## config.mk

```make
export PLATFORM = sky130hd
export DESIGN_NAME = alu_uart_sequencer_flat
export DESIGN_NICKNAME = d
export VERILOG_FILES = /design/src/rtl/alu_uart_sequencer_if.sv /design/src/rtl/alu_uart_sequencer.sv /design/src/flat_wrapper.sv
export SDC_FILE = /design/constraint.sdc
export NUM_CORES = 1
export LEC_CHECK = 0
export ABC_CLOCK_PERIOD_IN_PS = 2100
export CORE_MARGIN = 2
export CORE_UTILIZATION = 49
export CTS_BUF_LIST = sky130_fd_sc_hd__clkbuf_8 sky130_fd_sc_hd__clkbuf_16
export DETAILED_ROUTE_END_ITERATION = 10
export PLACE_DENSITY = 0.9
export SETUP_SLACK_MARGIN = 0.4
export SLEW_MARGIN = 20
export SYNTH_ARGS = -nofsm -noshare
export SYNTH_HDL_FRONTEND = slang
export SYNTH_SLANG_ARGS = --single-unit
```

## constraint.sdc

```tcl
create_clock -name i_clk -period 2.1 [get_ports i_clk]
set_input_delay 0.21 -clock i_clk [delete_from_list [all_inputs] [get_ports i_clk]]
set_output_delay 0.21 -clock i_clk [all_outputs]
set_load 0.02 [all_outputs]
```

## src/rtl/alu_uart_sequencer_if.sv

```systemverilog
// Bundle of the UART receive/transmit handshakes, ALU operand/result buses and status
// flags between the sequencer (slave) and its environment (master).
interface alu_uart_sequencer_if #(
  parameter int DBIT        = 8,
  parameter int NB_OP       = 6,
  parameter int N_RES_BYTES = 1
);
  localparam int NB_RES = N_RES_BYTES * DBIT;

  logic              i_rx_done_tick;
  logic [DBIT-1:0]   i_rx_data;
  logic [NB_RES-1:0] i_alu_result;
  logic              i_tx_done_tick;
  logic [DBIT-1:0]   o_data_a;
  logic [DBIT-1:0]   o_data_b;
  logic [NB_OP-1:0]  o_operation;
  logic              o_tx_start;
  logic [DBIT-1:0]   o_tx_data;
  logic              o_busy;
  logic              o_timeout_err;

  modport slave (
    input  i_rx_done_tick, i_rx_data, i_alu_result, i_tx_done_tick,
    output o_data_a, o_data_b, o_operation, o_tx_start, o_tx_data, o_busy, o_timeout_err
  );

  modport master (
    output i_rx_done_tick, i_rx_data, i_alu_result, i_tx_done_tick,
    input  o_data_a, o_data_b, o_operation, o_tx_start, o_tx_data, o_busy, o_timeout_err
  );
endinterface

```

## src/rtl/alu_uart_sequencer.sv

```systemverilog
// Collects A, B and opcode bytes from a UART receiver, latches the ALU result and
// streams it LSB byte first to a UART transmitter; stalled frames are aborted by timeout.
module alu_uart_sequencer #(
  parameter int DBIT           = 8,
  parameter int NB_OP          = 6,
  parameter int N_RES_BYTES    = 1,
  parameter int TIMEOUT_CYCLES = 100000
) (
  input  logic                      i_clk,
  input  logic                      i_reset,
  alu_uart_sequencer_if.slave       sif
);
  localparam int NB_RES = N_RES_BYTES * DBIT;
  localparam int CW     = (N_RES_BYTES > 1) ? $clog2(N_RES_BYTES) : 1;
  localparam int TW     = $clog2(TIMEOUT_CYCLES);

  typedef enum logic [2:0] {
    IDLE      = 3'd0,
    GET_B     = 3'd1,
    GET_OP    = 3'd2,
    EXEC      = 3'd3,
    SEND      = 3'd4,
    WAIT_DONE = 3'd5
  } state_t;

  state_t            state_q, state_d;
  logic [DBIT-1:0]   data_a_q, data_a_d;
  logic [DBIT-1:0]   data_b_q, data_b_d;
  logic [NB_OP-1:0]  operation_q, operation_d;
  logic [NB_RES-1:0] shreg_q, shreg_d, shreg_nx;
  logic [CW-1:0]     cnt_q, cnt_d;
  logic [TW-1:0]     tmo_q, tmo_d;
  logic              tx_start_q, tx_start_d;
  logic [DBIT-1:0]   tx_data_q, tx_data_d;
  logic              busy_q, busy_d;
  logic              timeout_err_q, timeout_err_d;
  logic              tmo_expire_s;

  // The timeout counter is zero outside GET_B/GET_OP, so entering either state starts it
  // from zero; expiry is judged on the pre-increment value to fire on the 15th idle edge.
  assign tmo_expire_s = (tmo_q == TW'(TIMEOUT_CYCLES - 2));
  assign shreg_nx     = shreg_q >> DBIT;

  // Next-state and next-output logic.
  always_comb begin
    state_d       = state_q;
    data_a_d      = data_a_q;
    data_b_d      = data_b_q;
    operation_d   = operation_q;
    shreg_d       = shreg_q;
    cnt_d         = cnt_q;
    tmo_d         = {TW{1'b0}};
    tx_start_d    = 1'b0;
    tx_data_d     = tx_data_q;
    timeout_err_d = 1'b0;

    case (state_q)
      IDLE: begin
        if (sif.i_rx_done_tick) begin
          data_a_d = sif.i_rx_data;
          state_d  = GET_B;
        end else begin
          state_d = IDLE;
        end
      end
      GET_B: begin
        if (sif.i_rx_done_tick) begin
          data_b_d = sif.i_rx_data;
          state_d  = GET_OP;
        end else if (tmo_expire_s) begin
          timeout_err_d = 1'b1;
          state_d       = IDLE;
        end else begin
          tmo_d = tmo_q + TW'(1);
        end
      end
      GET_OP: begin
        if (sif.i_rx_done_tick) begin
          operation_d = sif.i_rx_data[NB_OP-1:0];
          state_d     = EXEC;
        end else if (tmo_expire_s) begin
          timeout_err_d = 1'b1;
          state_d       = IDLE;
        end else begin
          tmo_d = tmo_q + TW'(1);
        end
      end
      EXEC: begin
        shreg_d    = sif.i_alu_result;
        cnt_d      = {CW{1'b0}};
        tx_start_d = 1'b1;
        tx_data_d  = sif.i_alu_result[DBIT-1:0];
        state_d    = SEND;
      end
      SEND: begin
        state_d = WAIT_DONE;
      end
      WAIT_DONE: begin
        if (sif.i_tx_done_tick) begin
          shreg_d = shreg_nx;
          if (cnt_q == CW'(N_RES_BYTES - 1)) begin
            state_d = IDLE;
          end else begin
            cnt_d      = cnt_q + CW'(1);
            tx_start_d = 1'b1;
            tx_data_d  = shreg_nx[DBIT-1:0];
            state_d    = SEND;
          end
        end else begin
          state_d = WAIT_DONE;
        end
      end
      default: begin
        state_d = IDLE;
      end
    endcase

    busy_d = (state_d != IDLE);
  end

  // State and output registers with synchronous active-low reset.
  always_ff @(posedge i_clk) begin
    if (!i_reset) begin
      state_q       <= IDLE;
      data_a_q      <= {DBIT{1'b0}};
      data_b_q      <= {DBIT{1'b0}};
      operation_q   <= {NB_OP{1'b0}};
      shreg_q       <= {NB_RES{1'b0}};
      cnt_q         <= {CW{1'b0}};
      tmo_q         <= {TW{1'b0}};
      tx_start_q    <= 1'b0;
      tx_data_q     <= {DBIT{1'b0}};
      busy_q        <= 1'b0;
      timeout_err_q <= 1'b0;
    end else begin
      state_q       <= state_d;
      data_a_q      <= data_a_d;
      data_b_q      <= data_b_d;
      operation_q   <= operation_d;
      shreg_q       <= shreg_d;
      cnt_q         <= cnt_d;
      tmo_q         <= tmo_d;
      tx_start_q    <= tx_start_d;
      tx_data_q     <= tx_data_d;
      busy_q        <= busy_d;
      timeout_err_q <= timeout_err_d;
    end
  end

  assign sif.o_data_a      = data_a_q;
  assign sif.o_data_b      = data_b_q;
  assign sif.o_operation   = operation_q;
  assign sif.o_tx_start    = tx_start_q;
  assign sif.o_tx_data     = tx_data_q;
  assign sif.o_busy        = busy_q;
  assign sif.o_timeout_err = timeout_err_q;
endmodule

```

## src/flat_wrapper.sv

```systemverilog
// flat-port wrapper written by rule: the top's interface ports become plain ports
module alu_uart_sequencer_flat 
#(
  parameter int DBIT           = 8,
  parameter int NB_OP          = 6,
  parameter int N_RES_BYTES    = 1,
  parameter int TIMEOUT_CYCLES = 100000
)
  (i_clk, i_reset, sif_i_rx_done_tick, sif_i_rx_data, sif_i_alu_result, sif_i_tx_done_tick, sif_o_data_a, sif_o_data_b, sif_o_operation, sif_o_tx_start, sif_o_tx_data, sif_o_busy, sif_o_timeout_err);
  alu_uart_sequencer_if #(.DBIT(DBIT), .NB_OP(NB_OP), .N_RES_BYTES(N_RES_BYTES)) sif_i ();
  input  logic i_clk;
  input  logic i_reset;
  input wire logic [$bits(sif_i.i_rx_done_tick)-1:0] sif_i_rx_done_tick;
  input wire logic [$bits(sif_i.i_rx_data)-1:0] sif_i_rx_data;
  input wire logic [$bits(sif_i.i_alu_result)-1:0] sif_i_alu_result;
  input wire logic [$bits(sif_i.i_tx_done_tick)-1:0] sif_i_tx_done_tick;
  output wire logic [$bits(sif_i.o_data_a)-1:0] sif_o_data_a;
  output wire logic [$bits(sif_i.o_data_b)-1:0] sif_o_data_b;
  output wire logic [$bits(sif_i.o_operation)-1:0] sif_o_operation;
  output wire logic [$bits(sif_i.o_tx_start)-1:0] sif_o_tx_start;
  output wire logic [$bits(sif_i.o_tx_data)-1:0] sif_o_tx_data;
  output wire logic [$bits(sif_i.o_busy)-1:0] sif_o_busy;
  output wire logic [$bits(sif_i.o_timeout_err)-1:0] sif_o_timeout_err;
  assign sif_i.i_rx_done_tick = sif_i_rx_done_tick;
  assign sif_i.i_rx_data = sif_i_rx_data;
  assign sif_i.i_alu_result = sif_i_alu_result;
  assign sif_i.i_tx_done_tick = sif_i_tx_done_tick;
  assign sif_o_data_a = sif_i.o_data_a;
  assign sif_o_data_b = sif_i.o_data_b;
  assign sif_o_operation = sif_i.o_operation;
  assign sif_o_tx_start = sif_i.o_tx_start;
  assign sif_o_tx_data = sif_i.o_tx_data;
  assign sif_o_busy = sif_i.o_busy;
  assign sif_o_timeout_err = sif_i.o_timeout_err;
  alu_uart_sequencer #(.DBIT(DBIT), .NB_OP(NB_OP), .N_RES_BYTES(N_RES_BYTES), .TIMEOUT_CYCLES(TIMEOUT_CYCLES)) u_core (.i_clk(i_clk), .i_reset(i_reset), .sif(sif_i));
endmodule
```

Word level (Yosys, flattened, before mapping)
Index checks and enable logic that the tools add are counted.
{ "word_totals": {"register_bits": 54, "input_bits": 20, "output_inout_bits": 33, "wordCells": 50} }
{ "op_classes": {"n_addsub": 2, "eq_ne": 8, "muxes": 17, "bitwise_logic": 2, "reduce_logical": 11} }
{ "ops": {"columns": ["op", "count"], "rows": [
  ["one-hot mux 3 bit (6 select lines)", 1],
  ["adder 17 x 1 -> 17 bit, second input constant", 1],
  ["equality test 17 bit, second input constant", 1],
  ["two-way mux 8 bit", 2],
  ["one-hot mux 8 bit (2 select lines)", 1],
  ["two-way mux 3 bit", 5],
  ["AND reduction 2 bit", 4],
  ["equality test 3 x 2 -> 1 bit, second input constant", 2],
  ["equality test 3 bit, second input constant", 2],
  ["two-way mux 1 bit", 6],
  ["one-hot mux 1 bit (2 select lines)", 2],
  ["OR reduction 4 bit", 1],
  ["equality test 3 x 1 -> 1 bit, second input constant", 1],
  ["zero test 3 bit", 1],
  ["AND reduction 3 bit", 1],
  ["nonzero test 3 bit", 1],
  ["OR reduction 3 bit", 1],
  ["inequality test 2 x 1 -> 1 bit, second input constant", 1],
  ["inequality test 2 bit, second input constant", 1],
  ["inverter 1 bit", 2],
  ["nonzero test 2 bit", 1],
  ["OR reduction 2 bit", 1],
  ["adder 1 bit, second input constant", 1]
]} }

Logic depth before layout (Yosys ltp)
Gate-level depths: netlist of run 1.
{ "depth": {"word_depth": 5, "depth_mapped": 7, "mapped_depth_nobuf": 6} }

Least setup slack after synthesis of run 1
No wires, ideal clock.
{ "synth_path": {"path_type": "register to register", "start": "register u_core.tmo_q[5]", "end": "register u_core.tmo_q[11]", "setup_time_ns": 0.115, "arrival_ns": 1.677, "t_required_ns": 1.985, "setup_slack_ns": 0.307, "path_stages_with_launch": 6, "n_path_buf": 1, "synth_period_minus_slack_ns": 1.793, "cell_sequence": "dfxtp_1 -> or4_1 -> or3_4 -> o21ai_4 -> buf_6 -> nor2_2"} }
{ "synth_between": {"elab_chain_len": 2} }
{ "synth_lines": {"columns": ["item", "line_no", "text"], "rows": [
  ["from (decl)", "alu_uart_sequencer.sv:32", "logic [TW-1:0] tmo_q, tmo_d;"],
  ["from (signal assigned)", "alu_uart_sequencer.sv:130", "tmo_q <= {TW{1'b0}};"],
  ["from (signal assigned)", "alu_uart_sequencer.sv:142", "tmo_q <= tmo_d;"],
  ["branches (longest 2 deep; another with adder 17 x 1 -> 17 bit)", null, null]
]} }
Parallel ways; which one is timed is not known.
A chain may end at the register's enable or synchronous reset.

Final worst setup path of run 1
{ "layout_path": {"start": "register u_core.tmo_q[14]", "end": "register u_core.tmo_q[16]"} }
The elaborated chain is that of the path after synthesis.

==> flow_summary.toml, run 1 <==
[synth]
postSynth.asyncResetShare_pct = 0
ys_warn_count = 0
synth_seq_area_share_pct = 48.1
synthTopCellsByCount = "53 x sky130_fd_sc_hd__dfxtp_1, 36 x sky130_fd_sc_hd__nand2_1, 16 x sky130_fd_sc_hd__a21boi_1, 16 x sky130_fd_sc_hd__nor2b_1, 14 x sky130_fd_sc_hd__mux2i_1"
yosys.area.top_type = "sky130_fd_sc_hd__dfxtp_1"
library_cell_with_the_highest_instance_count_after_synthesis = "sky130_fd_sc_hd__dfxtp_1"
ys_top_cells_by_area = "sky130_fd_sc_hd__dfxtp_1 48%, sky130_fd_sc_hd__mux2i_1 6.3%, sky130_fd_sc_hd__nand2_1 6.1%"
synthesis.instances = 239
yosys.area.top_type_share_pct = 48.1
synth.cell_area_um2 = 2210
synth_enable_flop_cells = 0
syn_avg_cell_area_um2 = 9.23
ys_seq_elements = 53
prevailing_post_synth_register_cell = "sky130_fd_sc_hd__dfxtp_1"
synth.distinct_cells = 36
synthesized_netlist_net_count = 261

[placed_design]
place_hpwl_mm = 3.18
place.detailed.instances = 336
port_bufs = 52
finalWeightedCongestion = 0.822

[worst_setup_path]
setup.reg_to_reg.worst_slack_ns = 0.37
cp_max_fo = 17
start_kind = "register"
critPathRequiredTime_ns = 2.29
timing.critical_path.arrival_ns = 1.91
timing.critical_path.to_type = "register"
worst-setup-path-type = "register to register"

[timing]
max_slew_violation_count = 0
layout_worst_path_cycle_share_pct = 82.2
worst_pin_slew_ns = 0.428
hold_ws_ns = 0.440
setup_total_negative_slack_ns = 0
final_hold_viol_count = 0
timing.max_slew.rel_slack_pct = 71.2
final.setup_skew_ns = 0.00905
fin_crit_ns = 1.73
setup_viol = 0
max_clock_freq_ghz = 0.579
grt_setup_unrepaired = "true"

[global_route]
grt-ovfl-total = 0
grt_use_met2_pct = 29.4
grt_max_degree = 35
met3_usage_pct = 5.56
grt_util_all_layers_pct = 18.4
grt_pass1_vias = 1657
grt.met1_usage_pct = 24.1
grt_antenna_before_repair = 0
global_route_wire_length_before_repair_mm = 7.53
busiest_layer_in_global_routing = "met2"

[clocking]
cts_resized = 1
path_clk_slew_ns = 0.10
clk_path_buf_depth = 2
tritoncts = "done"
numCtsBuffers = 5
cts_hold_repair.buffers = 0
clkLatencyLatePin_ns = 0.31
cts_setup_buffers = 0
cts-htree-levels = 2
cts-root-buf = "sky130_fd_sc_hd__clkbuf_8"
clkSinkCount = 53

[power]
sw_frac_of_total_pct = 25.6
total_leakage_power_uw = 0.000955
powerDensity_nw_per_um2 = 657
pwr-share-clk_pct = 29.6
power.share.combinational_pct = 14.2
internal-power_uw = 1410
power.ir.vdd_worst_uv = 353
fin_total_pwr_uw = 1890
part_of_the_power_in_registers_pct = 56.2
total_switching_power_uw = 485

[floorplanning]
number_of_cell_rows = 24
initial_utilization_pct = 50.7
die-width_um = 71.1
fp.dieArea_um2 = 5060
core-area_um2 = 4350
die_height_um = 71.1
ioPinCount = 53

[layout]
area_growth_from_synthesis_to_layout_pct = 30.5
num_antenna_cells = 0
num-nets-final = 313
finish.cell_count_without_fillers = 344
final_layout_size_suffix_gt1_share_pct = 9.59

[flow_run]
timing.max_cap.violations = 0

[routing]
drt_first_iter_violations = 123
route.final.wire_length_mm = 4.45
drt_drc_violations_left = 0
route.antenna.remaining_nets = 0
wire_per_inst_um = 12.9
dr.pass1.iters = 4
viasPerCell = 5.21
dr_total_vias = 1793

[worst_hold_path]
type_of_the_tightest_min_delay_check = "input pin to register"

[status]
run_status = "finished clean"
worst max-delay path: stages (launching register included):
cell                      delay (ns)
sky130_fd_sc_hd__dfxtp_1        0.33
sky130_fd_sc_hd__or4_1          0.53
sky130_fd_sc_hd__or3_4          0.37
sky130_fd_sc_hd__o21ai_4        0.15
sky130_fd_sc_hd__buf_12         0.17
sky130_fd_sc_hd__a21oi_1        0.05
flip-flops by register name (all words and copies together) (netlist names):
signal and count:
u_core.tmo_q 17, u_core.sif.o_data_a 8, u_core.sif.o_data_b 8, u_core.sif.o_tx_data 8, u_core.sif.o_operation 6, u_core.state_q 3
u_core.sif.o_busy 1, u_core.sif.o_timeout_err 1, u_core.sif.o_tx_start 1
metal layers:
layer	part of all wire, %	vias up
met4	0.99	0
met5	0	-
li1	-	914
met2	47	52
met1	46	822
met3	5.9	5
power groups by stage:
stage                     Sequential [uW]  Clock, uW  Combinational [uW]
after global placement               1080          0                 264
after detailed placement             1090          0                 269
after floorplan                      1110          0                 115
after global routing                 1070        623                 289
after CTS                            1060        577                 271
final                                1060        561                 268
cell usage in the layout (no fill, tap or decap), types with 2 or more instances in the layout:
cell type,count
sky130_fd_sc_hd__dfxtp_2,3
sky130_fd_sc_hd__and3_1,3
sky130_fd_sc_hd__nand2_1,36
sky130_fd_sc_hd__inv_1,5
sky130_fd_sc_hd__o21ai_0,4
sky130_fd_sc_hd__a21oi_1,5
sky130_fd_sc_hd__mux2i_1,14
sky130_fd_sc_hd__clkbuf_8,5
sky130_fd_sc_hd__xnor2_1,7
sky130_fd_sc_hd__or4_1,3
sky130_fd_sc_hd__clkinvlp_4,2
sky130_fd_sc_hd__nor2_2,10
sky130_fd_sc_hd__nand2b_1,3
sky130_fd_sc_hd__nand3_1,9
sky130_fd_sc_hd__buf_4,4
sky130_fd_sc_hd__nor3b_1,2
sky130_fd_sc_hd__dfxtp_1,50
sky130_fd_sc_hd__nor2b_1,16
sky130_fd_sc_hd__a21boi_1,16
sky130_fd_sc_hd__and2_1,3
sky130_fd_sc_hd__o31ai_1,3
sky130_fd_sc_hd__xor2_1,6
sky130_fd_sc_hd__nor3_1,3
sky130_fd_sc_hd__nand4_1,4
sky130_fd_sc_hd__nor2_1,9
sky130_fd_sc_hd__ha_1,2
sky130_fd_sc_hd__clkdlybuf4s50_1,52
stage by stage:
stage	utilization (%)	setup WS (ns)	cell area, um2
3_5_place_dp	64.1	0.238	2790
2_1_floorplan	-	0.392	2210
3_3_place_gp	64.1	0.313	2790
6_report	66.1	0.374	2880
5_1_grt	66.1	0.317	2880
4_1_cts	66.1	0.368	2880
kinds of logic (layout without fill, tap and decap cells):
kind of cell             Yosys count  after routing  synth area share [%]
buffers and inverters             16             69                  3.17
flip-flops                        53             53                  48.1
adder cells (fa/ha/maj)            2              2                  1.13
AO/OA/AOI/OAI                     33             33                  10.5
multiplexers                      14             14                  6.35
AND/OR/NAND/NOR                  108            108                  25.6
XOR/XNOR                          13             13                  5.16
layout make-up:
class / count / area [um2]
flip-flops and latches: 53 / 1060
fillers: 355 / 1470
clock buffers: 5 / 68.8
well taps: 52 / 65.1
repair buffers: 57 / 571
inverters: 4 / 15.0
multi-input cells: 170 / 1080
clock inverters: 3 / 18.8
path summary, 6_finish.rpt:
| path | depth (start not counted) | from | endpoint |
|---|---|---|---|
| worst max-delay path | 5 | u_core.tmo_q[14] | u_core.tmo_q[16] |
| worst min-delay path | 3 | sif_i_alu_result[7] | u_core.sif.o_tx_data[7] |
| worst max register to register | 5 | u_core.tmo_q[14] | u_core.tmo_q[16] |
| worst min register to register | 2 | u_core.sif.o_tx_data[5] | u_core.sif.o_tx_data[5] |
Note: power is estimated with default switching activity, not from simulation.
==> inputs of run 2 (changes only) <==
- ABC_CLOCK_PERIOD_IN_PS: 2100 -> 1700
- clock period: 2.1 -> 1.7 ns (I/O delays scaled with it)
==> run 2 against run 1 <==
Effect of this change: critical path type unchanged; clock skew grew 0.0043 ns; global-route usage increased by 1.2 points; sequential power up 25%; routed wire length is 4.0% higher; fmax is 2.7% higher; largest cell class unchanged; first-iteration DRC count is 12% higher; sequential cell count unchanged; setup slack worse by 0.35 ns.
==> flow_summary.toml, run 2 (synthesis gave the netlist of run 1 again) <==
[status]
run_status = "finished clean"

[power]
sw_frac_of_total_pct = 25.9
total_leakage_power_uw = 0.00119
powerDensity_nw_per_um2 = 778
internal-power_uw = 1740
pwr-share-clk_pct = 29.2
part_of_the_power_in_registers_pct = 55.9
total_switching_power_uw = 610
power.ir.vdd_worst_uv = 479
power.share.combinational_pct = 14.8
fin_total_pwr_uw = 2350

[worst_setup_path]
critical_path.reg2reg.startpoint = "u_core.tmo_q[14]"
cp_max_fo = 17
register_to_register_path_depth = 5
start_kind = "register"
timing.critical_path.to_type = "register"
timing.critical_path.arrival_ns = 1.87
setup.reg_to_reg.worst_slack_ns = 0.02
critPathRequiredTime_ns = 1.89
timing.critical_path.from = "u_core.tmo_q[14]"
worst-setup-path-type = "register to register"

[placed_design]
port_bufs = 52
finalWeightedCongestion = 0.811
pre_cts_slack_ns = -0.0244
place_hpwl_mm = 3.16
place.detailed.instances = 345

[global_route]
grt_pass1_vias = 1728
grt_util_all_layers_pct = 19.6
grt-ovfl-total = 0
grt_antenna_before_repair = 0
global_route_wire_length_before_repair_mm = 8.02
grt_max_degree = 35

[layout]
max_flop_register = "u_core.tmo_q"
final_layout_size_suffix_gt1_share_pct = 19.0
mostFrequentLayoutCells = "47 x sky130_fd_sc_hd__dfxtp_1, 34 x sky130_fd_sc_hd__dlygate4sd2_1, 28 x sky130_fd_sc_hd__nand2_1"
num_antenna_cells = 0
number_of_flip_flops_in_the_largest_register = 17
num-nets-final = 326
final_util_pct = 69.4
area_growth_from_synthesis_to_layout_pct = 36.8
finish.cell_count_without_fillers = 357
mostFrequentLayoutCell = "sky130_fd_sc_hd__dfxtp_1"

[floorplanning]
fp.dieArea_um2 = 5060
core-area_um2 = 4350
die-width_um = 71.1
number_of_cell_rows = 24
ioPinCount = 53
initial_utilization_pct = 50.7
die_height_um = 71.1

[clocking]
cts-htree-levels = 2
clkSinkCount = 53
numCtsBuffers = 5
cts-root-buf = "sky130_fd_sc_hd__clkbuf_8"
tritoncts = "done"
clkLatencyLatePin_ns = 0.31
clk_path_buf_depth = 2
path_clk_slew_ns = 0.10
cts_hold_repair.buffers = 0

[worst_hold_path]
worstHoldPathCells = 2
type_of_the_tightest_min_delay_check = "input pin to register"
worstHoldStart = "sif_i_rx_done_tick"

[timing]
fin_crit_ns = 1.68
max_clock_freq_ghz = 0.595
timing.max_slew.rel_slack_pct = 72.8
final.setup_skew_ns = 0.0134
grt_setup_unrepaired = "true"
final_hold_viol_count = 0
max_slew_violation_count = 0
layout_worst_path_cycle_share_pct = 98.9
setup_viol = 0
setup_ws_post_layout_ns = 0.0193
setup_total_negative_slack_ns = 0
worst_pin_slew_ns = 0.405

[routing]
route.antenna.remaining_nets = 0
wire_per_inst_um = 13.0
dr.pass1.iters = 4
route.final.wire_length_mm = 4.63
dr_total_vias = 1837
drt_drc_violations_left = 0
drt_first_iter_violations = 138
viasPerCell = 5.15

[flow_run]
timing.max_cap.violations = 0
run 2: what timing repair did:
| item | 4_1_cts | 5_1_grt |
|---|---|---|
| buffers inserted | 3 | 1 |
| resized for setup | 43 | 12 |
| endpoints found under the setup margin | 76 | 42 |
| pin swaps | 0 | 3 |
run 2: through the flow:
stage | hold slack, ns | instance area, um2
final | 0.335 | 3020
after global routing | 0.361 | 3020
after CTS | 0.333 | 2980
after detailed placement | 0.445 | 2880
after global placement | 0.441 | 2880
after floorplan | 0.275 | 2230
run 2: per-layer routing:
metal	global-route usage [%]	share of wire, %
met1	25.7	46
met2	32.9	48
met3	3.13	4.3
met4	6.92	1.6
met5	0	0
run 2: power by group through the flow:
stage | clock network (uW) | registers [uW] | logic [uW]
after floorplan | 0 | 1370 | 151
after global placement | 0 | 1340 | 335
after detailed placement | 0 | 1340 | 340
after CTS | 702 | 1310 | 329
after global routing | 749 | 1320 | 377
final | 687 | 1320 | 349
run 2: area by class of cell:
| class | instances | area (um2) |
|---|---|---|
| Clock buffer | 5 | 68.8 |
| Clock inverter | 3 | 18.8 |
| Fill cell | 326 | 1330 |
| Inverter | 4 | 15.0 |
| Multi-Input combinational cell | 170 | 1140 |
| Sequential cell | 53 | 1070 |
| Tap cell | 52 | 65.1 |
| Timing Repair Buffer | 70 | 642 |
run 2: final timing paths:
kind                                 end
hold reg to reg   u_core.sif.o_data_a[4]
setup reg to reg        u_core.tmo_q[16]
setup / recovery        u_core.tmo_q[16]
hold / removal         u_core.state_q[0]
run 2: critical path: stages, from the launching register on:
cell and delay [ns]:
sky130_fd_sc_hd__dfxtp_1 0.32, sky130_fd_sc_hd__or4_1 0.50, sky130_fd_sc_hd__or3_4 0.36, sky130_fd_sc_hd__o21ai_4 0.15, sky130_fd_sc_hd__buf_12 0.18, sky130_fd_sc_hd__a21oi_1 0.05
